===== config.mk =====
export PLATFORM = sky130hd
export DESIGN_NAME = logic_gate_scheduler
export DESIGN_NICKNAME = d
export VERILOG_FILES = /design/src/rtl/logic_gate_scheduler.sv
export SDC_FILE = /design/constraint.sdc
export NUM_CORES = 1
export LEC_CHECK = 0
export ABC_CLOCK_PERIOD_IN_PS = 3300
export CORE_UTILIZATION = 44
export CTS_CLUSTER_DIAMETER = 120
export DETAILED_ROUTE_END_ITERATION = 12
export PLACE_DENSITY_LB_ADDON = 0.1
export REMOVE_ABC_BUFFERS = 1
export SLEW_MARGIN = 10
export SYNTH_ARGS = -nofsm -noshare
export SYNTH_HDL_FRONTEND = slang
export SYNTH_SLANG_ARGS = --single-unit

===== constraint.sdc =====
create_clock -name clk -period 3.3 [get_ports clk]
set_input_delay 0.495 -clock clk [delete_from_list [all_inputs] [get_ports clk]]
set_output_delay 0.495 -clock clk [all_outputs]
set_load 0.02 [all_outputs]

===== src/rtl/logic_gate_scheduler.sv =====
// rtl/logic_gate_scheduler.sv - round-robin shared bit-serial logic gate unit with tagged response
module logic_gate_scheduler #(
    parameter  int N_REQ = 4,
    parameter  int W     = 8,
    localparam int ID_W  = (N_REQ > 1) ? $clog2(N_REQ) : 1
) (
    input  logic               clk,
    input  logic               rst_n,
    input  logic [N_REQ-1:0]   req_valid,
    input  logic [3*N_REQ-1:0] req_op,
    input  logic [W*N_REQ-1:0] req_a,
    input  logic [W*N_REQ-1:0] req_b,
    output logic [N_REQ-1:0]   req_ready,
    output logic               resp_valid,
    input  logic               resp_ready,
    output logic [ID_W-1:0]    resp_id,
    output logic [W-1:0]       resp_data,
    output logic               resp_err,
    output logic               busy
);

    localparam int CNT_W = (W > 1) ? $clog2(W) : 1;
    localparam logic [2:0] OP_RSVD = 3'd7;

    typedef enum logic [1:0] {
        S_IDLE = 2'd0,
        S_EXEC = 2'd1,
        S_DONE = 2'd2
    } state_t;

    state_t            state_q, state_d;
    logic [ID_W-1:0]   rr_q, rr_d;
    logic [ID_W-1:0]   id_q, id_d;
    logic [2:0]        op_q, op_d;
    logic [W-1:0]      a_q, a_d;
    logic [W-1:0]      b_q, b_d;
    logic [W-1:0]      res_q, res_d;
    logic [CNT_W-1:0]  cnt_q, cnt_d;

    logic              win_found;
    logic [ID_W-1:0]   win_id;
    logic [ID_W-1:0]   scan_idx;
    int                scan_pos;
    logic [2:0]        sel_op;
    logic [W-1:0]      sel_a;
    logic [W-1:0]      sel_b;
    logic              accept;
    logic              last_bit;
    logic [ID_W-1:0]   id_next;

    logic              gate_a;
    logic              gate_b;
    logic              gate_y;
    logic [7:0]        op_dec;
    logic [7:0]        gate_terms;

    // Round-robin search starting at the pointer, wrapping at N_REQ.
    always_comb begin
        win_found = 1'b0;
        win_id    = '0;
        scan_pos  = 0;
        scan_idx  = '0;
        for (int k = 0; k < N_REQ; k++) begin
            scan_pos = int'(rr_q) + k;
            if (scan_pos >= N_REQ) begin
                scan_pos = scan_pos - N_REQ;
            end
            scan_idx = ID_W'(scan_pos);
            if (!win_found && req_valid[scan_idx]) begin
                win_found = 1'b1;
                win_id    = scan_idx;
            end
        end
    end

    always_comb begin
        sel_op = '0;
        sel_a  = '0;
        sel_b  = '0;
        for (int i = 0; i < N_REQ; i++) begin
            if (win_id == ID_W'(i)) begin
                sel_op = req_op[3*i +: 3];
                sel_a  = req_a[W*i +: W];
                sel_b  = req_b[W*i +: W];
            end
        end
    end

    assign accept   = (state_q == S_IDLE) && win_found;
    assign last_bit = (cnt_q == CNT_W'(W - 1));
    assign id_next  = (id_q == ID_W'(N_REQ - 1)) ? '0 : id_q + ID_W'(1);

    // Shared gate unit: one-hot opcode decode selects a single gate term.
    assign gate_a = a_q[cnt_q];
    assign gate_b = b_q[cnt_q];

    always_comb begin
        op_dec        = 8'b1 << op_q;
        gate_terms[0] = gate_a & gate_b;
        gate_terms[1] = gate_a | gate_b;
        gate_terms[2] = ~gate_a;
        gate_terms[3] = gate_a ^ gate_b;
        gate_terms[4] = ~(gate_a ^ gate_b);
        gate_terms[5] = ~(gate_a & gate_b);
        gate_terms[6] = ~(gate_a | gate_b);
        gate_terms[7] = 1'b0;
        gate_y        = |(op_dec & gate_terms);
    end

    always_ff @(posedge clk or negedge rst_n) begin
        if (!rst_n) begin
            state_q <= S_IDLE;
            rr_q    <= '0;
            id_q    <= '0;
            op_q    <= '0;
            a_q     <= '0;
            b_q     <= '0;
            res_q   <= '0;
            cnt_q   <= '0;
        end else begin
            state_q <= state_d;
            rr_q    <= rr_d;
            id_q    <= id_d;
            op_q    <= op_d;
            a_q     <= a_d;
            b_q     <= b_d;
            res_q   <= res_d;
            cnt_q   <= cnt_d;
        end
    end

    always_comb begin
        state_d = state_q;
        case (state_q)
            S_IDLE:  if (accept)     state_d = S_EXEC;
            S_EXEC:  if (last_bit)   state_d = S_DONE;
            S_DONE:  if (resp_ready) state_d = S_IDLE;
            default:                 state_d = S_IDLE;
        endcase
    end

    always_comb begin
        rr_d  = rr_q;
        id_d  = id_q;
        op_d  = op_q;
        a_d   = a_q;
        b_d   = b_q;
        res_d = res_q;
        cnt_d = cnt_q;
        case (state_q)
            S_IDLE: begin
                if (accept) begin
                    id_d  = win_id;
                    op_d  = sel_op;
                    a_d   = sel_a;
                    b_d   = sel_b;
                    res_d = '0;
                    cnt_d = '0;
                end
            end
            S_EXEC: begin
                res_d[cnt_q] = gate_y;
                cnt_d        = last_bit ? '0 : cnt_q + CNT_W'(1);
            end
            S_DONE: begin
                if (resp_ready) begin
                    rr_d  = id_next;
                    id_d  = '0;
                    op_d  = '0;
                    a_d   = '0;
                    b_d   = '0;
                    res_d = '0;
                end
            end
            default: ;
        endcase
    end

    // req_ready is gated by rst_n so every output reads 0 while reset is held.
    always_comb begin
        req_ready  = '0;
        resp_valid = 1'b0;
        resp_id    = '0;
        resp_data  = '0;
        resp_err   = 1'b0;
        busy       = 1'b0;
        case (state_q)
            S_IDLE: begin
                if (win_found && rst_n) begin
                    req_ready[win_id] = 1'b1;
                end
            end
            S_EXEC: begin
                busy = 1'b1;
            end
            S_DONE: begin
                busy       = 1'b1;
                resp_valid = 1'b1;
                resp_id    = id_q;
                resp_data  = res_q;
                resp_err   = (op_q == OP_RSVD);
            end
            default: ;
        endcase
    end

endmodule

# Word-level counts from Yosys, hierarchy flattened
# Index checks and enable logic that the tools add are counted.
# Widths: inputs -> output; s select.
word_totals:
  reg_bits: 36
  in_bits: 83
  output_inout_bits: 17
  word_cells: 139
classes:
  n_addsub: 9
  order_cmp: 12
  n_eq_ne: 11
  shifts: 1
  mux: 68
  bitwise: 8
  reduce_logical: 22
ops:
  columns: ["cell", "n"]
  rows:
  - ["$mux 8", 13]
  - ["$pmux 8 s2", 2]
  - ["$mux 2", 14]
  - ["$mux 3", 8]
  - ["$pmux 8 s3", 1]
  - ["$lt 2x3->1 const B", 5]
  - ["$mux 1", 15]
  - ["$pmux 3 s2", 2]
  - ["$ge 3x3->1 const B", 3]
  - ["$reduce_and 3->1", 3]
  - ["$and 8x7->8", 1]
  - ["$bmux 1 s2", 4]
  - ["$bwmux 8", 1]
  - ["$eq 2x2->1 const B", 4]
  - ["$mux 4", 2]
  - ["$reduce_or 8->1", 1]
  - ["$shl 1x3->8 const A", 1]
  - ["$sub 2x1->2 const B", 4]
  - ["$logic_and 1x1->1", 7]
  - ["$add 2x2->3 const B", 2]
  - ["$bmux 1 s3", 2]
  - ["$eq 3x3->1 const B", 2]
  - ["$ne 2x2->1 const B", 3]
  - ["$pmux 2 s3", 1]
  - ["21 further kinds", 30]

# Depth between registers and ports, before layout
logic_depth:
  ltp_word: 21
  ltp_mapped: 13
  depth_no_buf: 11

# Worst setup path before layout
# No wires, ideal clock.
synth_path:
  path_kind: "reg-to-reg"
  startpoint: "register cnt_q[0]"
  endpoint: "register res_q[0]"
  setup_ps: 110
  arrival_ps: 2844
  required_ps: 3190
  slack_ps: 346
  stages_incl_launch_ff: 14
  n_path_buf: 2
  period_less_slack_ps: 2954
  path_cell_list: "dfrtp_1 > buf_2 > buf_4 > nand3b_1 > o22ai_1 > or2_2 > a2111oi_2 > inv_1 > ha_1 > or3b_2 > o311ai_0 > and4b_1 > a22oi_2 > o41ai_1"
synth_via:
  elab_chain_len: 8
  word_cells_on_any_way: 20
  classes_between: "order compare (2); mux (8); bitwise (8); reduce/logical (2)"
synth_lines:
  columns: ["item", "line", "rtl"]
  rows:
  - ["start: declaration", "38", "logic [CNT_W-1:0] cnt_q, cnt_d;"]
  - ["start signal: assignment", "128", "cnt_q <= cnt_d;"]
  - ["$bmux 1 s3 (on tied branches)", "94, 95", null]
  - ["$mux 1 (on tied branches)", "94, 95", null]
  - ["$xor 1x1->1, or another cell as far along", "102, 103", null]
  - ["$not 1->1 (on tied branches)", "103, 104, 105", null]
  - ["$and 8x7->8", "107", "gate_y = |(op_dec & gate_terms);"]
  - ["$reduce_or 8->1", "107", null]
  - ["$bwmux 8 (*)", "162", "res_d[cnt_q] = gate_y;"]
  - ["$pmux 8 s3 (*)", "150", "case (state_q)"]
  - ["end signal: assignment", "127", "res_q <= res_d;"]
  - ["end: declaration", "37", "logic [W-1:0] res_q, res_d;"]
# Every way passes the cells marked *; elsewhere a longest branch is shown, timed or not. The select of a mux whose other input is x is not followed.
# A chain may end at the register's enable or synchronous reset.

# Worst setup path after layout
layout_path:
  startpoint: "register cnt_q[2]"
  endpoint: "register res_q[0]"
# Same word-level chain as after synthesis.

==> impl_summary.md <==
Routing
The via count of the routed design is about 2500. The detail-routed via count per cell is between 5 and 6. After the first detailed-routing iteration, the DRC count stood at approximately 120. Summed over all layers, the routed wires come to around 6400 µm. The number of detailed-route iterations in the first pass is 5. The number of remaining DRC errors is 0. Dividing the detail-routed wire length by the instance count gives roughly 14 µm. The remaining antenna violation count is 0.

Cells and area
The area of the multi-input gates is around 0.0014 mm². The number of nets in the layout is approximately 470. After filler insertion, the fill cell instance count of the layout stands at ~500.

The share of layout cells above drive strength 1 is 0.0800. The number of diodes is 0. The area taken by flip-flops and latches is roughly 900 µm². The area growth from synthesis to layout is 43.7%. After the flow finishes, the layout carries non-filler instances totaling 447. The library cell used most frequently in the layout, excluding fill and tap cells, is sky130_fd_sc_hd__clkdlybuf4s50_1. Once layout is complete, the utilization of the core stands at 0.664. In the layout the commonest cells are sky130_fd_sc_hd__clkdlybuf4s50_1, sky130_fd_sc_hd__dfrtp_1, sky130_fd_sc_hd__inv_1, sky130_fd_sc_hd__nand2_1.

Setup path
The critical path is of the flip-flop to flip-flop type. The reg-to-reg critical path endpoint is res_q[0]. The signal on the critical path passes through buf_4 -> nor3b_1 -> a311o_1 -> a221oi_2 -> inv_1 -> ha_1 -> or3b_2 -> o311ai_0 -> and4b_1 -> a22oi_2 -> o41ai_1. For the worst setup path, the data arrival time is 3.21 ns. Counting cells, the worst reg-to-reg path comes to 11.

The startpoint of the worst register-to-register path is cnt_q[2]. The highest fanout seen on the critical path is 13. The required time of the worst setup path is around 3.5 ns. The highest cell delay on the worst timing path is about 0.44 ns. The worst setup path is launched from a flip-flop. For this design, the slowest cell found on the critical path is sky130_fd_sc_hd__or3b_2.

The critical path endpoint category is a flip-flop. The flop-to-flop setup slack is about 0.27 ns.

Placement
Routability-driven placement finished with a final weighted congestion of 0.786. Counting tap cells, the placed design contains a total of 440 instances. The final HPWL from detailed placement is around 4900 µm. Buffers placed on the I/O ports in this run total between 90 and 100.

Logic synthesis
Counting flops with a built-in enable in the synthesized netlist gives 0. Counting flops and latches in the post-synthesis netlist gives 36. Synthesis produced about 280 cells.

The fraction of registers with async set or reset after synthesis is 1.00. The proportion of netlist area held by the largest area contributor is 0.352. In this run the cell area of the synthesized design comes to 0.00256 mm².

By area the synthesized netlist is led by sky130_fd_sc_hd__dfrtp_1, sky130_fd_sc_hd__mux2i_1, sky130_fd_sc_hd__o221ai_1, sky130_fd_sc_hd__a22oi_1, sky130_fd_sc_hd__inv_1. sky130_fd_sc_hd__dfrtp_1 takes more of the synthesized area than any other cell. Yosys mapped the design onto 49 distinct sky130hd cell types. For this run, the register share of the synthesized area comes to 0.352. The Yosys step of the flow raised 0 warnings.

After synthesis, the mean cell area works out to about 9.2 µm². The main flop type after synthesis is sky130_fd_sc_hd__dfrtp_1.

GRT
The first global-routing pass estimated 10700 µm of wire. The largest net degree at the start of global routing is 37. The global route total overflow is 0.

The initial antenna violation count is 0. The number of global-route vias before repair is roughly 2300. For this run, the total global-route usage over all layers was measured as 0.223.

STA
The final sum of negative setup slack is 0 ns. The ratio of final minimum period to clock period is 0.918. Setup repair after global routing left no endpoint under its margin. For this run, the top clock speed supported by timing is around 0.33 GHz. Setup violations remaining at the end of the flow were counted as 0. The count of final hold-check violations is 0.

The worst pin sits at a relative slew slack of 0.525. At the pin with the least slew margin, the transition time is about 0.71 ns. The shortest period the worst path allows is between 3 and 4 ns. Clock skew on the completed layout was measured at about 0.0076 ns.

The number of max-slew violations in the final report is 0.

Floorplanning
The die is between 70 and 80 µm tall. The floorplan step defined a die boundary enclosing around 0.0061 mm². The count of pins on the block boundary is 100. The placement row count is 27. The die boundary width is 78.3 µm.

The starting utilization of the core area is 0.462. The area of the core is ~0.0055 mm².

Clocking
The clock tree from TritonCTS is done. The count of hold buffers inserted by post-cts repair is 0. The post-cts repair resize count is 0. The post-CTS setup buffer count is 0. At the later pin of the worst-skew pair, clock insertion delay measures between 0.2 and 0.3 ns. The register clock-pin slew on the reported worst setup and hold paths is 0.07 ns. The number of clock buffers added by TritonCTS is 5.

The worst-case clock buffer depth is 2. The CTS root buffer is sky130_fd_sc_hd__clkbuf_8. The clock net in this run drives a total of 36 sinks. The maximum level of the CTS H-tree is 2.

Pwr
The worst IR drop on VDD is 0.000361 V. Summed over all cells, the static leakage comes to 1.59 nW. Power spread over the standard cell area amounts to between 600 and 700 mW/mm².

Run status
The run finished with clean final reports.

Min path
The type of the tightest min-delay check is primary input to asynchronous set/reset pin.

Job
The total of max-cap violations is 0.
## layout make-up
| class | count | area share |
|---|---|---|
| inverters | 33 | 0.0337 |
| multi-input cells | 191 | 0.389 |
| clock buffers | 6 | 0.0197 |
| flip-flops and latches | 36 | 0.245 |
| well taps | 72 | 0.0245 |
| clock inverters | 1 | 0.00136 |
| repair buffers | 108 | 0.286 |
## stage by stage
step	cell area [µm²]	setup slack, ns	power [mW]	hold WS [ns]
CTS	3680	0.260	2.55	0.284
finish	3680	0.272	2.53	0.267
global route	3680	0.0744	2.75	0.306
detailed placement	3600	0.289	2.24	0.468
global placement	3600	0.338	2.21	0.458
floorplan	2450	0.370	1.76	0.199
## power breakdown
part / switching, mW / internal [mW] / total (mW) / leakage (nW)
registers: 0.156 / 0.631 / 0.787 / 0.462
logic: 0.760 / 0.690 / 1.45 / 1.09
clock network: 0.152 / 0.144 / 0.295 / 0.0410
## per-layer routing
layer | part of all wire | track usage | vias to the layer above
li1 | - | - | 1211
met3 | 0.050 | 0.0581 | 5
met5 | 0 | 0 | -
met1 | 0.46 | 0.282 | 1188
met4 | 0.0095 | 0.0556 | 0
met2 | 0.49 | 0.377 | 74
## logic make-up (layout without fill, tap and decap cells)
family                   Yosys count  after routing  synth area share
AO/OA/AOI/OAI                     80             80             0.238
adder cells (fa/ha/maj)            9              9            0.0440
buffers and inverters             50            148            0.0914
AND/OR/NAND/NOR                   80             80             0.182
flip-flops                        36             36             0.352
multiplexers                      22             22            0.0919
## sequential cells by signal, summed over array words and instances (netlist names)
name and count:
a_q 8, b_q 8, res_q 8, cnt_q 3
op_q 3, id_q 2, rr_q 2, state_q 2
## critical path, delay by kind of cell, from the launching register on
family | cells | cell delay [ns]
fa+ha+maj | 1 | 0.22
compound gates | 5 | 1.19
buf+inv | 2 | 0.31
flops | 1 | 0.41
simple gates | 3 | 0.79
## cells in the mapped netlist (all sizes together), types with 2 or more instances
library cell and n:
dfrtp 36, inv 33, nand2 28, a22oi 19, mux2i 19, o221ai 19
o21ai 17, buf 12, and2 10, ha 9, nand3b 9, nor2 7
a21oi 5, clkbuf 5, a22o 4, nor2b 4, nor3b 4, nand3 3
or3b 3, and3 2, and4 2, mux2 2, nand2b 2, nor3 2
o211ai 2, o22ai 2
## how the worst max path moves through the flow
| stage | startpoint | end | cells after the start | slack [ns] |
|---|---|---|---|---|
| after floorplan | cnt_q[0] | res_q[0] | 11 | 0.37 |
| after global placement | req_valid[3] | req_ready[2] | 6 | 0.34 |
| after detailed placement | cnt_q[2] | res_q[0] | 11 | 0.29 |
| after CTS | cnt_q[2] | res_q[0] | 11 | 0.26 |
| after global routing | cnt_q[2] | res_q[0] | 11 | 0.07 |
| final | cnt_q[2] | res_q[0] | 11 | 0.27 |
No activity file was read; power rests on OpenSTA's default activity.
==> patch 1: new RTL, config.mk and constraints unchanged <==
Change the parameter `N_REQ` from 4 to 8.
--- a/src/rtl/logic_gate_scheduler.sv
+++ b/src/rtl/logic_gate_scheduler.sv
@@ -1,5 +1,5 @@
 // rtl/logic_gate_scheduler.sv - round-robin shared bit-serial logic gate unit with tagged response
 module logic_gate_scheduler #(
-    parameter  int N_REQ = 4,
+    parameter  int N_REQ = 8,
     parameter  int W     = 8,
     localparam int ID_W  = (N_REQ > 1) ? $clog2(N_REQ) : 1
Ports: changed (6 resized); port bits go from 100 to 185. No check against the original RTL was run, so the function may have changed too.
==> patch 1 against the unedited design <==
The run now ends with setup timing left. Wire length grew to 2.6 times the old value. Sequential cell count increased by 2. Power rose to 3.0 times the old value. Sequential share of layout area is 11 points lower. Final area grew 95%. Synthesized area is 69% higher. Critical path depth is 1 higher. Largest cell class unchanged. Worst setup slack got worse by 750 ps.
==> patch 1: results (changes against the unedited design) <==
* Flop-to-flop setup slack at -410 ps (-680 ps)
* Synth Area in Compound Gates at 26.5% (+2.7 points)
* Met1 WL at 6.70 mm (+130%)
* Layout cells sized above 1 at 22.2% (+14 points)
* Tot GR Track Use at 32.6% (+10 points)
* Critical R2R Launch: rr_q[0]
* Crit path largest cell delay at 600 ps (+160 ps)
* Met3 GRT Util at 6.35% (+0.54 points)
* Post-CTS Setup Inserts at 7 (+7)
* PnR worst setup slack at -476 ps (-749 ps)
* Largest net degree at the start of global routing at 49 (+32%)
* Clk_lat worst skew at 300 ps (+20 ps)
* CP arrival at 3280 ps (+70 ps)
* Final Setup Violations at 27 (+27)
* Sw power at 3680 uW (+240%)
* Adder-cell share of the synthesized area at 3.47% (-0.93 points)
* Maximum vdd drop at 0.796 mV (+120%)
* Synth Area in XOR/XNOR at 0.781% (+0.78 points)
* Nets at 949 (+100%)
* Outcome: finished with violations
* Failing checks: setup timing
* Hold_ws at 322 ps (+55.0 ps)
* Routed wl met2 at 8.04 mm (+160%)
* Synth top cells by count: nand2_1, mux2i_1, dfrtp_1
* Leakage at 0.00314 uW (+97%)
* Global Route met2 Usage at 55.5% (+18 points)
-- patch 1: cell types whose count changed in the layout (fill, tap and decap cells not counted), moves of 22 or more --
cell,before,now
nand3_1,2,31
mux2i_1,19,41
inv_1,33,9
buf_4,9,95
nand2_1,28,89
clkdlybuf4s50_1,98,175
-- patch 1: through the flow --
step	worst slack [ps]	std cells	setup TNS, ps
final	-476	904	-9290
after global routing	-649	904	-14570
after CTS	-452	902	-8990
after detailed placement	-925	887	-22940
after global placement	-830	887	-19660
after floorplan	-2290	485	-67760
-- patch 1: worst max path at each step --
stage	slack, ps	from	endpoint	cells past startpoint
4_1_cts	-450	rr_q[0]	req_ready[3]	13
3_5_place_dp	-920	req_valid[0]	req_ready[5]	10
2_1_floorplan	-2290	rr_q[0]	req_ready[4]	10
5_1_grt	-650	rr_q[0]	req_ready[5]	13
6_report	-480	rr_q[0]	req_ready[5]	12
3_3_place_gp	-830	req_valid[0]	req_ready[6]	11
-- patch 1: cells by family (layout without fill, tap and decap cells) --
logic type | Yosys count | count (layout)
buffers and inverters | 50 | 301
adders and majority gates | 12 | 12
muxes | 67 | 67
DFF | 38 | 38
xor gates and xnor gates | 3 | 3
and+or+nand+nor | 203 | 203
AOI/OAI and AO/OA | 151 | 151
-- patch 1: final cells by class --
class	instances	area, um^2
multi-input combinational	436	3240
timing repair buffer	282	2630
fill	687	2210
sequential	38	951
tap	129	161
clock buffer	5	68.8
clock inverter	3	68.8
inverter	11	41.3
-- patch 1: worst register-to-register path, stage by stage, from the launching register on --
cell	delay, ps
dfrtp_1	400
inv_2	70
ha_4	300
mux4_2	600
mux2_4	330
or3_4	400
nor2_4	110
a211oi_2	90
nor2_2	110
buf_4	370
nor3_1	130
buf_4	190
a21boi_0	150
a2111o_1	350
==> patch 2: new RTL, same flow settings <==
Without the edit above. Encoding of `state_t`: now one-hot (3 bits for 3 states).
--- a/src/rtl/logic_gate_scheduler.sv
+++ b/src/rtl/logic_gate_scheduler.sv
@@ -23,8 +23,8 @@
     localparam logic [2:0] OP_RSVD = 3'd7;
 
-    typedef enum logic [1:0] {
-        S_IDLE = 2'd0,
-        S_EXEC = 2'd1,
-        S_DONE = 2'd2
+    typedef enum logic [2:0] {
+        S_IDLE = 3'b001,
+        S_EXEC = 3'b010,
+        S_DONE = 3'b100
     } state_t;
 
Behaviour: same outputs for any inputs over 10 cycles, from zero or initial values and one cycle with rst_n low; not proved beyond that.
==> patch 2 against the unedited design <==
Worst setup slack lost 2.4 ps. Critical path type is now primary input to output port. Sequential cell count rose by 1. Sequential power rose by 3.2%. Wire length down 5.3%. Sequential share of layout area increased by 1.0 points. Global-route usage is 1.1 points lower. Synthesized area up 0.88%. Final area down 1.2%. Power decreased by 17%. Highest routed layer unchanged. Count of clock-buffer cells in the layout increased by 2.
==> patch 2: results (changes against the unedited design) <==
* Outcome: complete, no violations
* CP arrival at 2540 ps (-670 ps)
* Worst Reg-to-Reg Cells at 9 (-2)
* Synth Area in Compound Gates at 17.8% (-6.0 points)
* DRT iter0 DRCs at 171 (+49%)
* Number of global-route vias before repair at 2296 (-0.48%)
* P_comb at 1000 uW (-31%)
* Worst setup EP type: output port
* Slowest CP cell: clkdlybuf4s50_1
* Crit path from: req_valid[1]
* Sequential cell area fraction in the yosys report at 35.9% (+0.71 points)
* Reg2reg end: res_q[6]
* Routability Congestion at 0.772 (-1.8%)
* Maximum vdd drop at 0.329 mV (-9.0%)
* Synth Area in XOR/XNOR at 0.339% (+0.34 points)
* Synth top cells by count: mux2i_1, dfrtp_1, nand2_1
* Flop-to-flop setup slack at 670 ps (+400 ps)
* DRT Wirelength at 6.08 mm (-5.3%)
* Multiplexer share of the synthesized area at 18.0% (+8.8 points)
* First-pass GRT wire length at 10.2 mm (-4.7%)
* Setup Skew at 0.997 ps (-6.60 ps)
* Drt pass-1 iters at 4 (-1)
* Clock Pin Slew Worst Setup and Hold Paths at 70 ps (about the same)
* Nets at 445 (-4.7%)
* Worst-Margin Slew at 833 ps (+120 ps)
* Yosys cell types at 47 (-4.1%)
* Post-DR vias/cell at 5.53 (-0.16%)
* Hold_ws at 295 ps (+28.3 ps)
* Internal at 1270 uW (-13%)
* CP max FO at 4 (-9)
* Largest net degree at the start of global routing at 40 (+8.1%)
* Leakage at 0.00166 uW (+4.7%)
* Adder-cell share of the synthesized area at 2.42% (-2.0 points)
* HPWL Detailed at 4.58 mm (-5.6%)
* Power Clock at 300 uW (+2%)
* Layout cells sized above 1 at 6.70% (-1.3 points)
* Crit path to: req_ready[1]
* Largest cells by area after synthesis: dfrtp_1, mux2i_1, o221ai_1, nand2_1, buf_6
* Tot GR Track Use at 21.2% (-1.1 points)
* CP top delay family: buffers and inverters
* Crit path largest cell delay at 640 ps (+200 ps)
## patch 2: area by class of cell
class / count / area (um^2)
fillers: 481 / 1940
multi-input cells: 205 / 1500
repair buffers: 103 / 1020
flip-flops and latches: 37 / 927
well taps: 72 / 90.1
clock buffers: 8 / 80.1
inverters: 5 / 18.8
## patch 2: metal layers
| layer | track usage (%) | share of wire [%] | routed length [um] | vias up |
|---|---|---|---|---|
| li1 | - | - | - | 1173 |
| met1 | 26.4 | 46 | 2810 | 1118 |
| met2 | 35.9 | 47 | 2860 | 81 |
| met3 | 5.23 | 5.5 | 333 | 8 |
| met4 | 6.67 | 1.3 | 79 | 0 |
| met5 | 0 | 0 | 0 | - |
## patch 2: metrics by stage
stage	util, %	setup WS, ps	total power, uW	area [um^2]	instances
after CTS	65.2	264	2120	3630	430
final	65.2	270	2110	3630	430
after global placement	63.8	326	1780	3550	422
after detailed placement	63.8	263	1820	3550	422
after floorplan	-	-270	1480	2440	247
after global routing	65.2	123	2300	3630	430
